--- src/rtl/ram_arbiter.sv ---
// ram_arbiter: two-master arbiter/sequencer in front of a single-clock data RAM.
// Master 0 is instruction fetch and master 1 is the load/store unit.
// One request is accepted per access slot. A write takes one cycle. A read takes
// two cycles: the grant cycle, then a RD_WAIT cycle in which the RAM's registered
// read data is returned to the owning master together with a one-cycle rvalid pulse.
//
// Optional feature macro: RAM_ARB_ROUND_ROBIN_EN
//   defined     : round-robin arbitration on collisions (last_grant register built)
//   not defined : fixed priority, master 0 always wins
//
// Ports:
//   clk, rst                       clock, synchronous active-high reset
//   mX_req/we/addr/wdata           master X request, held stable until mX_gnt
//   mX_gnt                         request accepted this cycle (combinational)
//   mX_rvalid/rdata                read data return to master X
//   ram_wr_en/wr_addr/wdata        RAM write port
//   ram_rd_en/rd_addr              RAM read port
//   ram_rdata                      RAM read data, one cycle after ram_rd_en
//   busy                           high while a read is being returned
module ram_arbiter #(
  parameter int unsigned addr_size = 8,
  parameter int unsigned data_size = 8
) (
  input  logic                 clk,
  input  logic                 rst,
  input  logic                 m0_req,
  input  logic                 m0_we,
  input  logic [addr_size-1:0] m0_addr,
  input  logic [data_size-1:0] m0_wdata,
  output logic                 m0_gnt,
  output logic                 m0_rvalid,
  output logic [data_size-1:0] m0_rdata,
  input  logic                 m1_req,
  input  logic                 m1_we,
  input  logic [addr_size-1:0] m1_addr,
  input  logic [data_size-1:0] m1_wdata,
  output logic                 m1_gnt,
  output logic                 m1_rvalid,
  output logic [data_size-1:0] m1_rdata,
  output logic                 ram_wr_en,
  output logic [addr_size-1:0] ram_wr_addr,
  output logic [data_size-1:0] ram_wdata,
  output logic                 ram_rd_en,
  output logic [addr_size-1:0] ram_rd_addr,
  input  logic [data_size-1:0] ram_rdata,
  output logic                 busy
);

  typedef enum logic {
    IDLE    = 1'b0,
    RD_WAIT = 1'b1
  } state_t;

  state_t r_state;
  state_t w_state_nxt;
  logic   r_owner;
  logic   w_owner_nxt;
  logic   w_win;   // 0 = master 0, 1 = master 1
  logic   w_any_req;
  logic   w_we;
  logic [addr_size-1:0] w_addr;
  logic [data_size-1:0] w_wdata;
  logic [data_size-1:0] r_m0_rdata;
  logic [data_size-1:0] r_m1_rdata;

`ifdef RAM_ARB_ROUND_ROBIN_EN
  logic r_last_grant;
  logic w_last_grant_nxt;
`endif

  // Winner selection; only meaningful when a request is present.
  always_comb begin
    w_any_req = m0_req | m1_req;
`ifdef RAM_ARB_ROUND_ROBIN_EN
    if (m0_req && m1_req) begin
      w_win = ~r_last_grant;
    end else begin
      w_win = m1_req;
    end
`else
    w_win = ~m0_req;
`endif
    w_we    = w_win ? m1_we    : m0_we;
    w_addr  = w_win ? m1_addr  : m0_addr;
    w_wdata = w_win ? m1_wdata : m0_wdata;
  end

  // Next-state and combinational outputs.
  always_comb begin
    w_state_nxt = r_state;
    w_owner_nxt = r_owner;
`ifdef RAM_ARB_ROUND_ROBIN_EN
    w_last_grant_nxt = r_last_grant;
`endif
    m0_gnt      = 1'b0;
    m1_gnt      = 1'b0;
    m0_rvalid   = 1'b0;
    m1_rvalid   = 1'b0;
    m0_rdata    = r_m0_rdata;
    m1_rdata    = r_m1_rdata;
    ram_wr_en   = 1'b0;
    ram_wr_addr = '0;
    ram_wdata   = '0;
    ram_rd_en   = 1'b0;
    ram_rd_addr = '0;
    busy        = 1'b0;

    case (r_state)
      IDLE: begin
        if (w_any_req) begin
          m0_gnt = ~w_win;
          m1_gnt = w_win;
`ifdef RAM_ARB_ROUND_ROBIN_EN
          w_last_grant_nxt = w_win;
`endif
          if (w_we) begin
            ram_wr_en   = 1'b1;
            ram_wr_addr = w_addr;
            ram_wdata   = w_wdata;
          end else begin
            ram_rd_en   = 1'b1;
            ram_rd_addr = w_addr;
            w_owner_nxt = w_win;
            w_state_nxt = RD_WAIT;
          end
        end
      end
      RD_WAIT: begin
        busy        = 1'b1;
        w_state_nxt = IDLE;
        if (r_owner) begin
          m1_rvalid = 1'b1;
          m1_rdata  = ram_rdata;
        end else begin
          m0_rvalid = 1'b1;
          m0_rdata  = ram_rdata;
        end
      end
      default: w_state_nxt = IDLE;
    endcase

    // Reset masks everything visible, including a pending read return.
    if (rst) begin
      m0_gnt      = 1'b0;
      m1_gnt      = 1'b0;
      m0_rvalid   = 1'b0;
      m1_rvalid   = 1'b0;
      m0_rdata    = '0;
      m1_rdata    = '0;
      ram_wr_en   = 1'b0;
      ram_wr_addr = '0;
      ram_wdata   = '0;
      ram_rd_en   = 1'b0;
      ram_rd_addr = '0;
      busy        = 1'b0;
    end
  end

  // State, owner and held read-data registers.
  always_ff @(posedge clk) begin
    if (rst) begin
      r_state    <= IDLE;
      r_owner    <= 1'b0;
      r_m0_rdata <= '0;
      r_m1_rdata <= '0;
`ifdef RAM_ARB_ROUND_ROBIN_EN
      r_last_grant <= 1'b1;
`endif
    end else begin
      r_state <= w_state_nxt;
      r_owner <= w_owner_nxt;
`ifdef RAM_ARB_ROUND_ROBIN_EN
      r_last_grant <= w_last_grant_nxt;
`endif
      // Keep a copy so a master's rdata holds once it stops being the owner.
      if (r_state == RD_WAIT) begin
        if (r_owner) begin
          r_m1_rdata <= ram_rdata;
        end else begin
          r_m0_rdata <= ram_rdata;
        end
      end
    end
  end

endmodule
--- config.mk ---
export PLATFORM = sky130hd
export DESIGN_NAME = ram_arbiter
export DESIGN_NICKNAME = d
export VERILOG_FILES = /design/src/rtl/ram_arbiter.sv
export SDC_FILE = /design/constraint.sdc
export NUM_CORES = 1
export LEC_CHECK = 0
export ABC_CLOCK_PERIOD_IN_PS = 1200
export BUFFER_PORTS_ARGS = -buffer_cell sky130_fd_sc_hd__buf_2
export CAP_MARGIN = 30
export CELL_PAD_IN_SITES_DETAIL_PLACEMENT = 0
export CELL_PAD_IN_SITES_GLOBAL_PLACEMENT = 1
export CORE_MARGIN = 1
export CORE_UTILIZATION = 22
export DETAILED_ROUTE_END_ITERATION = 6
export HOLD_SLACK_MARGIN = 0.12
export PLACE_DENSITY = 0.76
export SYNTH_ARGS = -nofsm -noshare
export SYNTH_HDL_FRONTEND = slang
export SYNTH_SLANG_ARGS = --single-unit
export TNS_END_PERCENT = 50
--- constraint.sdc ---
create_clock -name clk -period 1.2 [get_ports clk]
set_input_delay 0.24 -clock clk [delete_from_list [all_inputs] [get_ports clk]]
set_output_delay 0.24 -clock clk [all_outputs]
set_load 0.02 [all_outputs]
==> results of run 1 <==
## through the flow
step           setup TNS [ns]  worst slack [ns]  cell area (µm²)
3_3_place_gp           -7.002           -0.2262             1886
4_1_cts                -14.60           -0.3573             2203
6_report               -13.56           -0.3329             2354
5_1_grt                -16.26           -0.3941             2354
3_5_place_dp           -7.379           -0.2412             1886
2_1_floorplan          -1.031          -0.07932             1239
## path summary, 6_finish.rpt
path / slack (ns) / endpoint
max: -0.33 / m0_rdata[2]
min: 0.27 / r_m1_rdata[6]$_DFF_P_
max reg2reg: 0.18 / r_owner$_SDFFE_PP0P_
min reg2reg: 0.47 / r_m1_rdata[3]$_DFF_P_
## power by group through the flow
stage | registers, mW | clock network (mW) | logic [mW]
4_1_cts | 0.628 | 0.510 | 0.597
2_1_floorplan | 0.636 | 0 | 0.312
3_3_place_gp | 0.643 | 0 | 0.509
3_5_place_dp | 0.643 | 0 | 0.513
5_1_grt | 0.628 | 0.531 | 0.697
6_report | 0.627 | 0.500 | 0.649
## timing repair
item,CTS,global route
pin swaps,24,9
setup endpoints to repair,47,47
gates resized for setup,83,39
setup buffers,1,0
cloned,0,0
## layout by cell type, fill, tap and decap left out, types with 6 or more instances in the layout
cell	netlist	final
a21oi_2	0	6
buf_6	2	36
nor2_2	0	11
mux2i_1	16	15
nand2_1	17	8
buf_4	1	28
buf_2	3	46
dfxtp_1	18	16
nand2_2	0	6
nor2_1	32	8
nor2_4	2	15
mux2_2	8	8
## flip-flops by register name (all words and copies together), names as in the netlist
register	flops
r_m0_rdata	8
r_m1_rdata	8
r_owner	1
r_state	1
## area by class of cell
| class | instances | area, µm² | share of cell area [%] |
|---|---|---|---|
| clock buffers | 4 | 55.05 | 2.339 |
| inverters | 2 | 7.507 | 0.3190 |
| multi-input cells | 108 | 953.4 | 40.51 |
| flip-flops and latches | 18 | 367.9 | 15.63 |
| well taps | 67 | 83.83 | 3.562 |
| repair buffers | 112 | 885.9 | 37.64 |
## logic make-up after synthesis
logic type	synth area share [%]
compound gates	8.248
flops	32.99
simple gates	30.36
buf+inv	5.499
mux	22.91
## worst register-to-register path, cell delays in order, from the launching register on
cell	delay, ns
dfxtp_4	0.39
buf_4	0.16
nor3b_1	0.18
o21bai_1	0.08
a21oi_1	0.14
## layer usage
| layer | vias up | global-route usage [%] | share of wire [%] |
|---|---|---|---|
| met5 | - | 0 | 0 |
| met4 | 0 | 3.268 | 0.59 |
| met3 | 2 | 3.056 | 9.3 |
| met2 | 58 | 24.20 | 50 |
| met1 | 607 | 15.00 | 40 |
| li1 | 669 | - | - |
==> results.yml, run 1 <==
pwr:
  p_seq_share_pct: 35.3
  clkPwrFrac_pct: 28.2
  p_int_mw: 1.221
  power_density_nw_per_um2: 754.7
  switching_power_mw: 0.5554
  p_sw_share_pct: 31.27
  comb_power_share_pct: 36.5
  leakagePower_nw: 1.075
  power.total_mw: 1.776
  vdd_drop_max_mv: 0.7032
clock_network:
  h-tree-depth: 1
  cts_tree: "built"
  clkSinkCount: 18
  clockBufferDepth: 2
  hold_buffers: 0
  clkLatencyLatePin_ns: 0.25
  numCtsBuffers: 3
  clk_pin_slew_ns: 0.07
  cts_root_buf: "clkbuf_8"
finish:
  layout-drive-gt1-share_pct: 74.59
  fin_nets: 291
  area_delta_synth_final_pct: 115.5
  stdcell_count: 311
  antenna_cells: 0
  num-fill-cells: 455
  fin_util_pct: 49.50
worst_hold_path:
  min_path_cells: 3
  hp-start: "ram_rdata[6]"
  hp-class: "input port to flop"
place:
  port_buffers: 92
  dp_hpwl_um: 2686
  placedCellCount: 306
  gp_congestion: 0.7385
setup_path:
  crit_type: "flop to output port"
  cp-end-kind: "output port"
  crit_slowest_cell: "dfxtp_4"
  cp_max_fo: 8
  rr_worst_depth: 4
  critical_path_buf_inv_count: 1
  slowest_delay_ns: 0.37
  cp_top_family: "flip-flops"
  crit_cells: 4
  startpoint: "r_owner$_SDFFE_PP0P_"
  cp-start-kind: "flop"
  worst-endpoint-arrival_ns: 1.29
  path_cells: "nand2b_4 -> mux2i_1 -> nor2_2 -> buf_6"
  r2r-start: "r_state$_SDFF_PP0_"
  critPathRequiredTime_ns: 0.96
outcome:
  status: "complete, but fails checks"
  violations: "setup timing"
sta:
  slew_violations: 0
  rsz0062_at_grt: "yes"
  fin_crit_ns: 1.533
  worst_slew_pin_slew_ns: 0.4295
  finalSetupViolations: 47
  finalCritPeriodShare_pct: 127.7
  fmax_mhz: 652.3
  setup_slack_ns: -0.3329
  relSlewSlack_pct: 71.31
  hold_ws_ns: 0.2662
  hold_viol_final: 0
  skew_ns: 0.0009263
floorplan:
  core.rowCount: 25
  die-area_um2: 5250
  io_pins: 93
  die_y_um: 72.46
  start_util_pct: 22.97
  core_um2: 4755
  die_w_um: 72.46
global_route:
  grt_max_degree: 14
  gr-total-overflow: 0
  globalRouteTotalUtil_pct: 13.07
  grt_pass1_vias: 1276
  grt_first_pass_wirelength_um: 5506
  antenna_found_initial: 0
yosys:
  synth_seq_cells: 18
  syn_avg_cell_area_um2: 8.032
  synth_edf_count: 0
  synth_seq_area_share_pct: 32.99
  yosysMostFrequentCell: "nor2_1"
  synth_area_leaders: "dfxtp_1, mux2i_1, nor2_1"
  netlist_instances: 136
  synth_warnings: 0
  synth_area_um2: 1092
  synth_largest_area_cell: "dfxtp_1"
  synthTopCellsByCount: "nor2_1, dfxtp_1, nand2_1"
  synth_fp_nets: 182
  synth_top_area_share_pct: 32.99
  async_flop_share_pct: 0
  synthDistinctLibCells: 25
  synthFlopType: "dfxtp_1"
detailed_routing:
  wirelength_um: 3589
  avgViaCountPerCell: 4.296
  first_pass_iters: 4
  antenna_left: 0
  drtIter0Drc: 7
  wl_per_cell_um: 11.54
  route.vias.total: 1336
  post-route-drc-count: 0
run:
  cap_violations: 0
Note: power is estimated with default switching activity, not from simulation.
==> run 2: changes to the inputs <==
--- a/config.mk
+++ b/config.mk
@@ -5,13 +5,14 @@
 export SDC_FILE = /design/constraint.sdc
 export NUM_CORES = 1
 export LEC_CHECK = 0
+export ABC_AREA = 1
 export ABC_CLOCK_PERIOD_IN_PS = 1200
 export BUFFER_PORTS_ARGS = -buffer_cell sky130_fd_sc_hd__buf_2
 export CAP_MARGIN = 30
 export CELL_PAD_IN_SITES_DETAIL_PLACEMENT = 0
 export CELL_PAD_IN_SITES_GLOBAL_PLACEMENT = 1
 export CORE_MARGIN = 1
-export CORE_UTILIZATION = 22
+export CORE_UTILIZATION = 20
 export DETAILED_ROUTE_END_ITERATION = 6
 export HOLD_SLACK_MARGIN = 0.12
 export PLACE_DENSITY = 0.76
==> run 2 against run 1 <==
The run still ends with setup timing left. Final cell count is 9.3% higher. Sequential share of layout area is 0.21 points lower. Clock-buffer cell count stayed put. Clock power is 3% lower. Power is 5.5% higher. Utilization is 0.34 points higher. Die area is 0.29% higher. First-iteration DRC count grew to 4.6 times the previous value. Global-route usage is 0.23 points lower. Via count is 3.7% higher. Wire length is 2.2% higher. Critical endpoint is now m0_rdata[3]. Largest power group unchanged.
==> results.yml, run 2 <==
outcome:
  status: "complete, but fails checks"
  violations: "setup timing"
worst_hold_path:
  hp-class: "input port to flop"
global_route:
  grt_pass1_vias: 1238
  antenna_found_initial: 0
  gr-total-overflow: 0
  grt_first_pass_wirelength_um: 5361
  globalRouteTotalUtil_pct: 12.84
  grt_max_degree: 17
place:
  gp_congestion: 0.7438
  port_buffers: 92
  dp_slack_ns: -0.2072
  placedCellCount: 325
  dp_hpwl_um: 2678
finish:
  fin_nets: 320
  layout-drive-gt1-share_pct: 72.53
  antenna_cells: 0
  stdcell_count: 340
  final_common_cell: "buf_2"
  area_delta_synth_final_pct: 137.9
  reg_top3: "r_m0_rdata (8), r_m1_rdata (8)"
  final_cell_mix: "buf_2, buf_4, buf_6"
pwr:
  leakagePower_nw: 1.118
  vdd_drop_max_mv: 0.4739
  power_density_nw_per_um2: 790.6
setup_path:
  critical_path_buf_inv_count: 4
  cp_top_family: "buffers and inverters"
  cp-start-kind: "flop"
  worst-endpoint-arrival_ns: 1.45
  crit_slowest_cell: "dfxtp_4"
  path_cells: "inv_4 -> buf_6 -> nor2_4 -> buf_6 -> o21ai_2 -> nor2_1 -> buf_4"
  crit_type: "flop to output port"
  cp-end-kind: "output port"
  cp_common_cell: "buf_6"
  cp_max_fo: 4
  critPathRequiredTime_ns: 0.96
  slowest_delay_ns: 0.36
yosys:
  synth_area_um2: 996.0
  netlist_instances: 150
  synth_area_leaders: "dfxtp_1, nor2_1, nand2_1"
  syn_avg_cell_area_um2: 6.640
  synthTopCellsByCount: "nor2_1, nand2_1, dfxtp_1"
  async_flop_share_pct: 0
  synth_seq_cells: 18
  synth_edf_count: 0
  synthFlopType: "dfxtp_1"
  synth_largest_area_cell: "dfxtp_1"
  synth_warnings: 0
  yosysMostFrequentCell: "nor2_1"
  synthDistinctLibCells: 18
  synth_fp_nets: 196
  synth_seq_area_share_pct: 36.18
  synth_top_area_share_pct: 36.18
sta:
  finalCritPeriodShare_pct: 140.6
  worst_slew_pin_slew_ns: 0.3351
  rsz0062_at_grt: "yes"
  fmax_mhz: 592.7
  tns_ns: -17.37
  relSlewSlack_pct: 77.02
  hold_viol_final: 0
  slew_violations: 0
  setup_slack_ns: -0.4871
  finalSetupViolations: 49
  skew_ns: 0.0009730
  fin_crit_ns: 1.687
floorplan:
  core.rowCount: 25
  die_w_um: 72.57
  io_pins: 93
  start_util_pct: 20.95
  die_y_um: 72.57
  core_um2: 4755
  die-area_um2: 5266
clock_network:
  clkSinkCount: 18
  clk_pin_slew_ns: 0.07
  cts_tree: "built"
  numCtsBuffers: 3
  hold_buffers: 0
  clockBufferDepth: 2
  clkLatencyLatePin_ns: 0.25
  cts_root_buf: "clkbuf_8"
  h-tree-depth: 1
detailed_routing:
  antenna_left: 0
  post-route-drc-count: 0
  wirelength_um: 3669
  wl_per_cell_um: 10.79
  avgViaCountPerCell: 4.074
  route.vias.total: 1385
  first_pass_iters: 4
  drtIter0Drc: 32
run:
  cap_violations: 0
run 2: cell types whose count changed after synthesis, sizes merged, moves of 3 or more:
cell / delta
mux2: -8
inv: +7
o21ai: +14
and2: -3
nor2: +23
nand3: -6
mux2i: -8
nand2: +8
run 2: cell type report:
type / instances / area, µm²
sequential: 18 / 365.4
inverter: 10 / 45.04
tap: 67 / 83.83
timing repair buffer: 124 / 969.7
clock buffer: 4 / 55.05
fill: 472 / 2385
multi-input combinational: 117 / 850.8
run 2: final timing paths:
path,from,end,slack [ns],depth (start not counted)
worst max-delay path,r_state$_SDFF_PP0_,m0_rdata[3],-0.49,7
worst min-delay path,ram_rdata[7],r_m0_rdata[7]$_DFF_P_,0.26,3
worst max register to register,r_state$_SDFF_PP0_,r_m0_rdata[3]$_DFF_P_,-0.01,8
worst min register to register,r_m1_rdata[0]$_DFF_P_,r_m1_rdata[0]$_DFF_P_,0.47,2
run 2: kinds of logic (layout without fill, tap and decap cells):
kind of cell	count (synthesis)	count (layout)	synth area share [%]
flip-flops	18	18	36.18
multiplexers	8	8	8.041
buffers and inverters	15	138	7.412
AO/OA/AOI/OAI	25	25	12.94
AND/OR/NAND/NOR	84	84	35.43
run 2: power breakdown:
group,switching [mW],leakage (nW),total [mW],internal [mW]
registers,0.0154,0.148,0.640,0.625
logic,0.388,0.942,0.747,0.360
clock network,0.195,0.0288,0.486,0.291
run 2: metal layers:
metal | up-vias | global-route usage [%] | share of wire [%]
met4 | 0 | 4.575 | 0.46
met3 | 2 | 2.083 | 4.3
met1 | 621 | 14.92 | 39
li1 | 724 | - | -
met2 | 38 | 23.57 | 56
met5 | - | 0 | 0
run 2: repair_timing:
action	in CTS	in global routing
gates resized for setup	65	84
buffers inserted	6	4
setup endpoints to repair	46	52
gates cloned	1	0
pin swaps	4	11
run 2: worst min-delay path: stages:
cell	delay [ns]
buf_2	0.10
nor2_2	0.05
nor2_2	0.08
run 2: through the flow:
step                      hold WS, ns  utilization, %  power [mW]  area [µm²]
after detailed placement       0.4552           37.45       1.182        1780
after global placement         0.4504           37.45       1.179        1780
after floorplan                0.3091               -      0.9581        1115
after CTS                      0.2705           43.95       1.777        2090
final                          0.2625           49.84       1.873        2370
after global routing           0.2834           49.84       1.968        2370
==> run 3: changes to the inputs <==
--- a/config.mk
+++ b/config.mk
@@ -15,7 +15,7 @@
 export CORE_UTILIZATION = 20
 export DETAILED_ROUTE_END_ITERATION = 6
 export HOLD_SLACK_MARGIN = 0.12
-export PLACE_DENSITY = 0.76
+export PLACE_DENSITY_LB_ADDON = 0.05
 export SYNTH_ARGS = -nofsm -noshare
 export SYNTH_HDL_FRONTEND = slang
 export SYNTH_SLANG_ARGS = --single-unit
==> run 3 against run 2 <==
Register-to-register slack got worse by 0.10 ns. Final cell count did not move. Via count fell by 2.7%. Non-clock buffer count did not move. Combinational power fell by 5.2%. The run still ends with setup timing left. First-iteration DRC count fell by 9.4%. Final area fell by 4.1%. Utilization fell by 2.0 points. Global-route usage fell by 0.18 points. Highest routed layer unchanged. Critical path depth did not move. Power fell by 1.8%.
==> results.yml, run 3 (same netlist as run 2, synthesis figures left out) <==
global_route:
  antenna_found_initial: 0
  globalRouteTotalUtil_pct: 12.66
  grt_pass1_vias: 1253
  gr-total-overflow: 0
  grt_first_pass_wirelength_um: 5313
  grt_max_degree: 17
clock_network:
  hold_buffers: 0
  clk_pin_slew_ns: 0.07
  numCtsBuffers: 3
  clkSinkCount: 18
  clockBufferDepth: 2
  clkLatencyLatePin_ns: 0.25
  h-tree-depth: 1
  cts_tree: "built"
  cts_root_buf: "clkbuf_8"
floorplan:
  io_pins: 93
  core_um2: 4755
  die_y_um: 72.57
  die-area_um2: 5266
  core.rowCount: 25
  die_w_um: 72.57
  start_util_pct: 20.95
outcome:
  violations: "setup timing"
  status: "complete, but fails checks"
setup_path:
  r2r-start: "r_owner$_SDFFE_PP0P_"
  slowest_delay_ns: 0.34
  worst-endpoint-arrival_ns: 1.39
  cp-end-kind: "output port"
  reg2reg_setup_slack_ns: -0.11
  critPathRequiredTime_ns: 0.96
  crit_type: "flop to output port"
  cp-start-kind: "flop"
  r2r-end: "r_m0_rdata[0]$_DFF_P_"
  cp_max_fo: 9
  path_cells: "inv_4 -> nand2_4 -> nor2_4 -> nand3_4 -> buf_12 -> a21oi_1 -> buf_4"
  crit_slowest_cell: "dfxtp_2"
  rr_worst_depth: 8
detailed_routing:
  post-route-drc-count: 0
  avgViaCountPerCell: 3.965
  route.vias.total: 1348
  wirelength_um: 3347
  first_pass_iters: 4
  wl_per_cell_um: 9.844
  antenna_left: 0
  drtIter0Drc: 29
finish:
  antenna_cells: 0
  stdcell_count: 340
  reg_top3: "r_m0_rdata (8), r_m1_rdata (8)"
  area_delta_synth_final_pct: 128.3
  final_cell_mix: "buf_2, buf_4, buf_6"
  fin_util_pct: 47.82
  postLayoutCellArea_um2: 2273
  fin_nets: 320
  final_common_cell: "buf_2"
  layout-drive-gt1-share_pct: 68.50
worst_hold_path:
  hp-class: "input port to flop"
  whs_endpoint: "r_m0_rdata[2]$_DFF_P_"
  min_path_cells: 3
  hp-start: "ram_rdata[2]"
pwr:
  vdd_drop_max_mv: 0.2824
  leakagePower_nw: 1.103
  power_density_nw_per_um2: 808.9
place:
  dp_slack_ns: -0.2055
  dp_hpwl_um: 2577
  placed_area_um2: 1823
  gp_congestion: 0.6519
  port_buffers: 92
  placedCellCount: 329
sta:
  finalCritPeriodShare_pct: 135.6
  hold_viol_final: 0
  fin_crit_ns: 1.628
  rsz0062_at_grt: "yes"
  setup_slack_ns: -0.4278
  relSlewSlack_pct: 76.38
  tns_ns: -16.11
  worst_slew_pin_slew_ns: 0.3444
  fmax_mhz: 614.3
  skew_ns: 0.003928
  slew_violations: 0
  finalSetupViolations: 48
run:
  cap_violations: 0
run 3: changes by cell type in the layout (fill, tap and decap cells not counted), moves of 2 or more:
cell     change
buf_2        +7
buf_6        -7
nor2_2       -7
o21ai_2      -6
nor2_4       +5
a21oi_4      -4
a21oi_1      +3
o21ai_1      +3
nor2_1       +2
o21ai_0      +2
run 3: layout make-up:
class                           instances  area (µm²)
Clock buffer                            4       55.05
Fill cell                             525        2481
Inverter                               10       42.54
Multi-Input combinational cell        117       810.8
Sequential cell                        18       362.8
Tap cell                               67       83.83
Timing Repair Buffer                  124       918.4
run 3: report_power, final:
group | internal (mW) | total, mW | switching (mW)
clock | 0.291 | 0.494 | 0.202
combinational | 0.341 | 0.708 | 0.367
sequential | 0.626 | 0.637 | 0.0113
total | 1.26 | 1.84 | 0.581
run 3: worst max path at each step:
| stage | start | endpoint | slack (ns) | cells after the start |
|---|---|---|---|---|
| finish | r_state$_SDFF_PP0_ | ram_wdata[5] | -0.43 | 7 |
| global route | r_owner$_SDFFE_PP0P_ | m0_rdata[3] | -0.49 | 6 |
| CTS | r_state$_SDFF_PP0_ | ram_wdata[7] | -0.45 | 7 |
| detailed placement | m0_req | ram_rd_addr[4] | -0.21 | 7 |
| global placement | rst | ram_wdata[4] | -0.21 | 8 |
| floorplan | r_state$_SDFF_PP0_ | ram_wdata[0] | -0.08 | 5 |
run 3: per-layer routing:
metal  routed length [µm]  vias up  track usage (%)
li1                     -      721                -
met1                 1385      568            14.92
met2                 1697       55            22.95
met3                  226        4            1.667
met4                   38        0            5.229
met5                    0        -                0
run 3: timing repair:
action                                  in CTS  in global routing
buffers inserted                             2                  5
resized for setup                           87                 33
endpoints found under the setup margin      47                 50
pin swaps                                   10                  9
run 3: critical path, delay by kind of cell, from the launching register on:
family                 cells  cell delay [ns]
DFF                        1             0.34
buffers and inverters      3             0.40
AOI/OAI and AO/OA          1             0.12
and+or+nand+nor            3             0.27
run 3: per-stage QoR:
stage / power, mW / hold slack, ns
after floorplan: 0.9581 / 0.3091
after global placement: 1.204 / 0.4550
after detailed placement: 1.200 / 0.4564
after CTS: 1.809 / 0.2636
after global routing: 1.942 / 0.2799
final: 1.839 / 0.2779
